$ cat config.mk
export PLATFORM = sky130hd
export DESIGN_NAME = tree_node_bcast_join
export DESIGN_NICKNAME = d
export VERILOG_FILES = /design/src/rtl/tree_node_pkg.sv /design/src/rtl/tree_node_reduce.sv /design/src/rtl/tree_node_bcast_join.sv
export SDC_FILE = /design/constraint.sdc
export NUM_CORES = 1
export LEC_CHECK = 0
export ABC_AREA = 1
export BUFFER_PORTS_ARGS = -buffer_cell sky130_fd_sc_hd__buf_2
export CORE_ASPECT_RATIO = 1.25
export CORE_UTILIZATION = 30
export CTS_CLUSTER_DIAMETER = 100
export DETAILED_ROUTE_END_ITERATION = 7
export HOLD_SLACK_MARGIN = 0.15
export SKIP_LAST_GASP = 1
export SLEW_MARGIN = 20
export SYNTH_ARGS = -nofsm -noshare
export SYNTH_HDL_FRONTEND = slang
export SYNTH_SLANG_ARGS = --single-unit
export TNS_END_PERCENT = 100
$ cat constraint.sdc
create_clock -name clk -period 4.6 [get_ports clk]
set_input_delay 0 -clock clk [delete_from_list [all_inputs] [get_ports clk]]
set_output_delay 0 -clock clk [all_outputs]
set_load 0.02 [all_outputs]
$ cat src/rtl/tree_node_pkg.sv
// Shared types and helpers for the tree_node_bcast_join hierarchy node.
package tree_node_pkg;

  typedef enum logic [1:0] {
    IDLE  = 2'd0,
    BCAST = 2'd1,
    WAIT  = 2'd2,
    RESP  = 2'd3
  } state_e;

  typedef enum logic [1:0] {
    RED_OR  = 2'd0,
    RED_AND = 2'd1,
    RED_SUM = 2'd2
  } reduce_op_e;

  // Widest response the identity helper can describe.
  localparam int unsigned MAX_RSP_W = 64;

  // Value that leaves any operand unchanged under the given reduction.
  function automatic logic [MAX_RSP_W-1:0] reduce_identity(input reduce_op_e op,
                                                           input int unsigned width);
    logic [MAX_RSP_W-1:0] ones;
    ones = {MAX_RSP_W{1'b1}} >> (MAX_RSP_W - width);
    case (op)
      RED_OR:  reduce_identity = {MAX_RSP_W{1'b0}};
      RED_AND: reduce_identity = ones;
      RED_SUM: reduce_identity = {MAX_RSP_W{1'b0}};
      default: reduce_identity = {MAX_RSP_W{1'b0}};
    endcase
  endfunction

endpackage

$ cat src/rtl/tree_node_reduce.sv
// Combinational fold of the accepted child responses into the accumulator.
// Every child whose take bit is set is folded in the same cycle; all three
// operators are commutative, so the fold order does not affect the result.
module tree_node_reduce
  import tree_node_pkg::*;
#(
  parameter int unsigned NUM_CHILDREN = 5,
  parameter int unsigned RSP_W        = 16,
  parameter int unsigned REDUCE_OP    = 0
) (
  input  logic [RSP_W-1:0]              acc_i,
  input  logic [NUM_CHILDREN*RSP_W-1:0] rsp_data_i,
  input  logic [NUM_CHILDREN-1:0]       take_i,
  output logic [RSP_W-1:0]              acc_o
);

  localparam reduce_op_e OP_E = reduce_op_e'(REDUCE_OP[1:0]);

  logic [RSP_W-1:0] child_s;

  // Fold each taken child response into the running accumulator value.
  always_comb begin
    acc_o   = acc_i;
    child_s = {RSP_W{1'b0}};
    for (int i = 0; i < int'(NUM_CHILDREN); i++) begin
      child_s = rsp_data_i[i*RSP_W +: RSP_W];
      if (take_i[i]) begin
        case (OP_E)
          RED_OR:  acc_o = acc_o | child_s;
          RED_AND: acc_o = acc_o & child_s;
          RED_SUM: acc_o = acc_o + child_s;
          default: acc_o = acc_o;
        endcase
      end else begin
        acc_o = acc_o;
      end
    end
  end

endmodule

$ cat src/rtl/tree_node_bcast_join.sv
// Broadcast/join hierarchy node: one upstream request fans out to every child,
// one response per child is folded into a single upstream response.
// Optional feature macro: TREE_NODE_TIMEOUT_EN (collection timeout with error flag).
module tree_node_bcast_join
  import tree_node_pkg::*;
#(
  parameter int unsigned NUM_CHILDREN = 5,
  parameter int unsigned DATA_W       = 32,
  parameter int unsigned RSP_W        = 16,
  parameter int unsigned REDUCE_OP    = 0,
  parameter int unsigned TIMEOUT_CYC  = 1024
) (
  input  logic                          clk,
  input  logic                          rst,
  input  logic                          up_req_valid,
  output logic                          up_req_ready,
  input  logic [DATA_W-1:0]             up_req_data,
  output logic [NUM_CHILDREN-1:0]       dn_req_valid,
  input  logic [NUM_CHILDREN-1:0]       dn_req_ready,
  output logic [DATA_W-1:0]             dn_req_data,
  input  logic [NUM_CHILDREN-1:0]       dn_rsp_valid,
  input  logic [NUM_CHILDREN*RSP_W-1:0] dn_rsp_data,
  output logic                          up_rsp_valid,
  input  logic                          up_rsp_ready,
  output logic [RSP_W-1:0]              up_rsp_data,
  output logic [NUM_CHILDREN-1:0]       up_rsp_mask,
  output logic                          up_rsp_err,
  output logic                          busy
);

  localparam logic [NUM_CHILDREN-1:0] ALL_ONES  = {NUM_CHILDREN{1'b1}};
  localparam reduce_op_e              OP_E      = reduce_op_e'(REDUCE_OP[1:0]);
  localparam logic [RSP_W-1:0]        ACC_IDENT = RSP_W'(reduce_identity(OP_E, RSP_W));

  state_e                  state_q, state_d;
  logic [DATA_W-1:0]       data_q, data_d;
  logic [NUM_CHILDREN-1:0] acc_mask_q, acc_mask_d;
  logic [NUM_CHILDREN-1:0] rsp_mask_q, rsp_mask_d;
  logic [RSP_W-1:0]        acc_q, acc_d;

  logic                    collect_s;
  logic [NUM_CHILDREN-1:0] hs_s;
  logic [NUM_CHILDREN-1:0] acc_mask_now_s;
  logic [NUM_CHILDREN-1:0] take_s;
  logic [NUM_CHILDREN-1:0] rsp_mask_now_s;
  logic [RSP_W-1:0]        fold_s;
  logic                    done_s;
  logic                    timeout_s;

  // Qualify this cycle's request handshakes and acceptable responses; a child
  // handshaking this cycle may already have its response accepted.
  always_comb begin
    collect_s      = (state_q == BCAST) || (state_q == WAIT);
    hs_s           = (state_q == BCAST) ? (dn_req_ready & ~acc_mask_q) : {NUM_CHILDREN{1'b0}};
    acc_mask_now_s = acc_mask_q | hs_s;
    take_s         = collect_s ? (dn_rsp_valid & acc_mask_now_s & ~rsp_mask_q)
                               : {NUM_CHILDREN{1'b0}};
    rsp_mask_now_s = rsp_mask_q | take_s;
    done_s         = collect_s && (rsp_mask_now_s == ALL_ONES);
  end

  tree_node_reduce #(
    .NUM_CHILDREN (NUM_CHILDREN),
    .RSP_W        (RSP_W),
    .REDUCE_OP    (REDUCE_OP)
  ) u_reduce (
    .acc_i      (acc_q),
    .rsp_data_i (dn_rsp_data),
    .take_i     (take_s),
    .acc_o      (fold_s)
  );

`ifdef TREE_NODE_TIMEOUT_EN
  localparam int unsigned      TMR_W    = $clog2(TIMEOUT_CYC + 1);
  localparam logic [TMR_W-1:0] TMR_LAST = TMR_W'(TIMEOUT_CYC - 1);

  logic [TMR_W-1:0] timer_q, timer_d;
  logic             err_q, err_d;

  // Count cycles spent collecting; the TIMEOUT_CYC-th such cycle ends the
  // transaction unless it also completes it.
  always_comb begin
    timer_d   = timer_q;
    err_d     = err_q;
    timeout_s = 1'b0;
    case (state_q)
      IDLE: begin
        if (up_req_valid) begin
          timer_d = {TMR_W{1'b0}};
          err_d   = 1'b0;
        end else begin
          timer_d = timer_q;
        end
      end
      BCAST, WAIT: begin
        timer_d   = timer_q + TMR_W'(1);
        timeout_s = (timer_q == TMR_LAST);
        if (timeout_s && !done_s) begin
          err_d = 1'b1;
        end else begin
          err_d = err_q;
        end
      end
      RESP:    timer_d = timer_q;
      default: timer_d = {TMR_W{1'b0}};
    endcase
  end

  // Timer and error flag registers.
  always_ff @(posedge clk) begin
    if (rst) begin
      timer_q <= {TMR_W{1'b0}};
      err_q   <= 1'b0;
    end else begin
      timer_q <= timer_d;
      err_q   <= err_d;
    end
  end

  assign up_rsp_err = err_q;
`else
  // Without the timeout the node waits for every child indefinitely.
  logic unused_timeout_cyc_s;
  assign unused_timeout_cyc_s = ^TIMEOUT_CYC;
  assign timeout_s            = 1'b0;
  assign up_rsp_err           = 1'b0;
`endif

  // Next-state and datapath update for the transaction FSM.
  always_comb begin
    state_d    = state_q;
    data_d     = data_q;
    acc_mask_d = acc_mask_q;
    rsp_mask_d = rsp_mask_q;
    acc_d      = acc_q;
    case (state_q)
      IDLE: begin
        if (up_req_valid) begin
          state_d    = BCAST;
          data_d     = up_req_data;
          acc_mask_d = {NUM_CHILDREN{1'b0}};
          rsp_mask_d = {NUM_CHILDREN{1'b0}};
          acc_d      = ACC_IDENT;
        end else begin
          state_d = IDLE;
        end
      end
      BCAST, WAIT: begin
        acc_mask_d = acc_mask_now_s;
        rsp_mask_d = rsp_mask_now_s;
        acc_d      = fold_s;
        if (done_s) begin
          state_d = RESP;
        end else if (timeout_s) begin
          state_d = RESP;
        end else if (acc_mask_now_s == ALL_ONES) begin
          state_d = WAIT;
        end else begin
          state_d = state_q;
        end
      end
      RESP: begin
        if (up_rsp_ready) begin
          state_d = IDLE;
        end else begin
          state_d = RESP;
        end
      end
      default: state_d = IDLE;
    endcase
  end

  // State and datapath registers; reset abandons any transaction in flight.
  always_ff @(posedge clk) begin
    if (rst) begin
      state_q    <= IDLE;
      data_q     <= {DATA_W{1'b0}};
      acc_mask_q <= {NUM_CHILDREN{1'b0}};
      rsp_mask_q <= {NUM_CHILDREN{1'b0}};
      acc_q      <= {RSP_W{1'b0}};
    end else begin
      state_q    <= state_d;
      data_q     <= data_d;
      acc_mask_q <= acc_mask_d;
      rsp_mask_q <= rsp_mask_d;
      acc_q      <= acc_d;
    end
  end

  assign up_req_ready = (state_q == IDLE);
  assign busy         = (state_q != IDLE);
  assign dn_req_valid = (state_q == BCAST) ? ~acc_mask_q : {NUM_CHILDREN{1'b0}};
  assign dn_req_data  = data_q;
  assign up_rsp_valid = (state_q == RESP);
  assign up_rsp_data  = acc_q;
  assign up_rsp_mask  = rsp_mask_q;

endmodule

==> impl_metrics.ini <==
[placed_design]
dp_slack_ns = 1.397
dpl.hpwl_microns = 7634
place.gp.congestion = 0.8003
io_buffers = 186

[critical_path]
r2r_end = up_rsp_data[1]$_SDFFE_PP0P_
required_ns = 4.77
endpoint_kind = flop
worstPathArrival_ns = 3.38
r2r_cells = 8
startpoint = state_q[0]$_SDFFE_PP0P_
worstSetupEndpoint = up_rsp_data[1]$_SDFFE_PP0P_
path_max_fanout = 34
reg2reg_from = state_q[0]$_SDFFE_PP0P_
critPathLaunchType = flop
crit_type = flop to flop
r2r_setup_slack_ns = 1.40

[die]
core_area_sq_um = 10260
start_util_pct = 31.37
dieArea_sq_um = 11150
die_height_microns = 117.8
die-width_microns = 94.64
io_pins = 188
num_rows = 41

[global_routing]
grt_pass1_wl_microns = 17200
gr-total-overflow = 0
grt_usage_pct = 19.42
grt_pass1_vias = 3880
grt_max_degree = 37
antenna_found_initial = 0

[synth]
synth_cell_types = 25
yosysTopAreaCell = dfxtp_1
yosysWarnings = 0
syn_area_sq_um = 3218
syn-num-nets = 628
synth_top_area_share_pct = 37.33
synth_seq_area_share_pct = 37.33
syn_inst = 499
syn_avg_cell_area_sq_um = 6.449
synth-seq-cells = 60
synth.area.top_cells = dfxtp_1 (37%), nor2_1 (16%), inv_1 (10%), nand2_1 (7.0%), a21oi_1 (6.5%)

[finish]
layout.nets = 880
area_growth_syn_to_layout_pct = 63.80
drive_gt1_share_pct = 30.29
n_fill_cell = 1004
multiInputGateArea_sq_um = 1555
antenna_cells = 0
regArea_sq_um = 1201

[sta]
hold_slack_ns = 0.1582
tns_ns = 0
max-slew-margin-rel_pct = 32.09
slew_violations = 0
fmax_ghz = 0.3121
setup_ws_ns = 1.396
finalHoldViolations = 0
finalCritPeriodShare_pct = 69.65
fin_skew_ns = 0.004386
tightest_slew_ns = 1.019
rsz0062_at_grt = false
fin_crit_ns = 3.204
setup_violations = 0

[routing]
vias_per_cell = 4.407
wl_microns = 10980
drtIter0Drc = 152
drc = 0
ant_nets = 0
wl_per_cell_microns = 12.40
first_pass_iters = 4
via_count = 3900

[clock_network]
cts_sinks = 60
h-tree-depth = 3
cts_buffer_depth = 2
clock_latency_ns = 0.32
root_buffer = clkbuf_16
postCtsSetupRepairBufs = 0
cts_buffers = 9
cts_tree = done
path_clk_slew_ns = 0.06

[job]
cap_violations = 0

[status]
status = complete, no violations

[power_and_ir_drop]
total_power_mw = 2.280
peakVddDrop_mv = 0.3678
power.density_nw_per_um2 = 432.5
leakagePower_nw = 2.793

[worst_hold_path]
min_path_type = primary input to flop
hold_start = dn_req_ready[3]
## synth_stat cells (all sizes together)
cell,number
ha,3
buf,10
dfxtp,60
nor3,1
nand3,29
a21oi,44
clkbuf,9
inv,91
o211ai,1
o21ai,35
nand2,71
nor2,139
conb,1
nand4,5
## registers in the layout, summed over array words and instances, names as in the netlist
register and flops:
state_q 2, acc_mask_q 5, up_rsp_mask 5, up_rsp_data 16, dn_req_data 32
## area by class of cell
class	instances	share of cell area (%)
well taps	129	3.062
inverters	91	6.480
flip-flops and latches	60	22.79
clock inverters	7	2.184
repair buffers	260	31.71
multi-input cells	329	29.50
clock buffers	9	4.272
## layer usage
layer | vias to the layer above | global-route usage, % | wire length, microns
met1 | 1699 | 20.52 | 4438
met2 | 168 | 35.61 | 5429
met4 | 0 | 5.114 | 125
met5 | - | 0 | 0
li1 | 2022 | - | -
met3 | 11 | 6.718 | 983
## stage by stage
stage	area [sq um]	utilization [%]	std cells
floorplan	3218	-	499
global placement	4190	40.84	795
detailed placement	4190	40.84	795
CTS	5271	51.38	885
global route	5271	51.38	885
finish	5271	51.38	885
## worst min-delay path by stage
stage                              endpoint  cells after the start
2_1_floorplan   dn_req_data[0]$_SDFFE_PP0P_                      2
4_1_cts          acc_mask_q[3]$_SDFFE_PP0P_                      5
6_report         acc_mask_q[3]$_SDFFE_PP0P_                      5
5_1_grt          acc_mask_q[3]$_SDFFE_PP0P_                      5
3_5_place_dp   dn_req_data[26]$_SDFFE_PP0P_                      3
3_3_place_gp    dn_req_data[0]$_SDFFE_PP0P_                      3
## report_power, final
part	leakage (nW)	switching (mW)	internal [mW]	total, mW
combinational	2.14	0.551	0.289	0.840
sequential	0.491	0.0550	0.614	0.669
clock	0.161	0.244	0.527	0.771
total	2.79	0.850	1.43	2.28
## layout by cell type, fill, tap and decap left out
| cell type | netlist | layout |
|---|---|---|
| nand4_4 | 5 | 5 |
| dlygate4sd3_1 | 0 | 74 |
| nand2_2 | 8 | 8 |
| nand3_1 | 28 | 28 |
| nor2_1 | 136 | 136 |
| nor3_1 | 1 | 1 |
| inv_1 | 87 | 87 |
| clkinvlp_4 | 0 | 2 |
| buf_2 | 5 | 186 |
| clkbuf_16 | 0 | 9 |
| ha_1 | 3 | 3 |
| clkinv_2 | 0 | 2 |
| conb_1 | 1 | 1 |
| dfxtp_1 | 60 | 60 |
| bufinv_16 | 0 | 3 |
| nand2_4 | 3 | 3 |
| o21ai_1 | 2 | 2 |
| o21ai_2 | 1 | 1 |
| o21ai_0 | 32 | 32 |
| inv_2 | 4 | 4 |
| o211ai_1 | 1 | 1 |
| a21oi_2 | 2 | 2 |
| nor2_2 | 3 | 3 |
| nand3_2 | 1 | 1 |
| a21oi_1 | 42 | 42 |
| nand2_1 | 60 | 60 |
## cell families (layout without fill, tap and decap cells)
group,count (synthesis),in the layout,synth area share [%]
AO/OA/AOI/OAI,80,80,12.87
adder cells (fa/ha/maj),3,3,1.167
buffers and inverters,110,367,14.35
flip-flops,60,60,37.32
other,1,1,0.1165
AND/OR/NAND/NOR,245,245,34.18
## worst max-delay path, cell delays in order, from the launching register on
cell	delay, ns
dfxtp_1	0.37
inv_1	0.08
ha_1	0.25
nand2_1	0.72
inv_2	0.50
a21oi_2	0.60
inv_2	0.31
nand2_1	0.14
a21oi_1	0.07
## repair_timing
item	CTS	global route
hold buffers	74	0
hold endpoints to repair	59	0
gates resized for setup	0	0
Power figures use the tool's default switching activity.
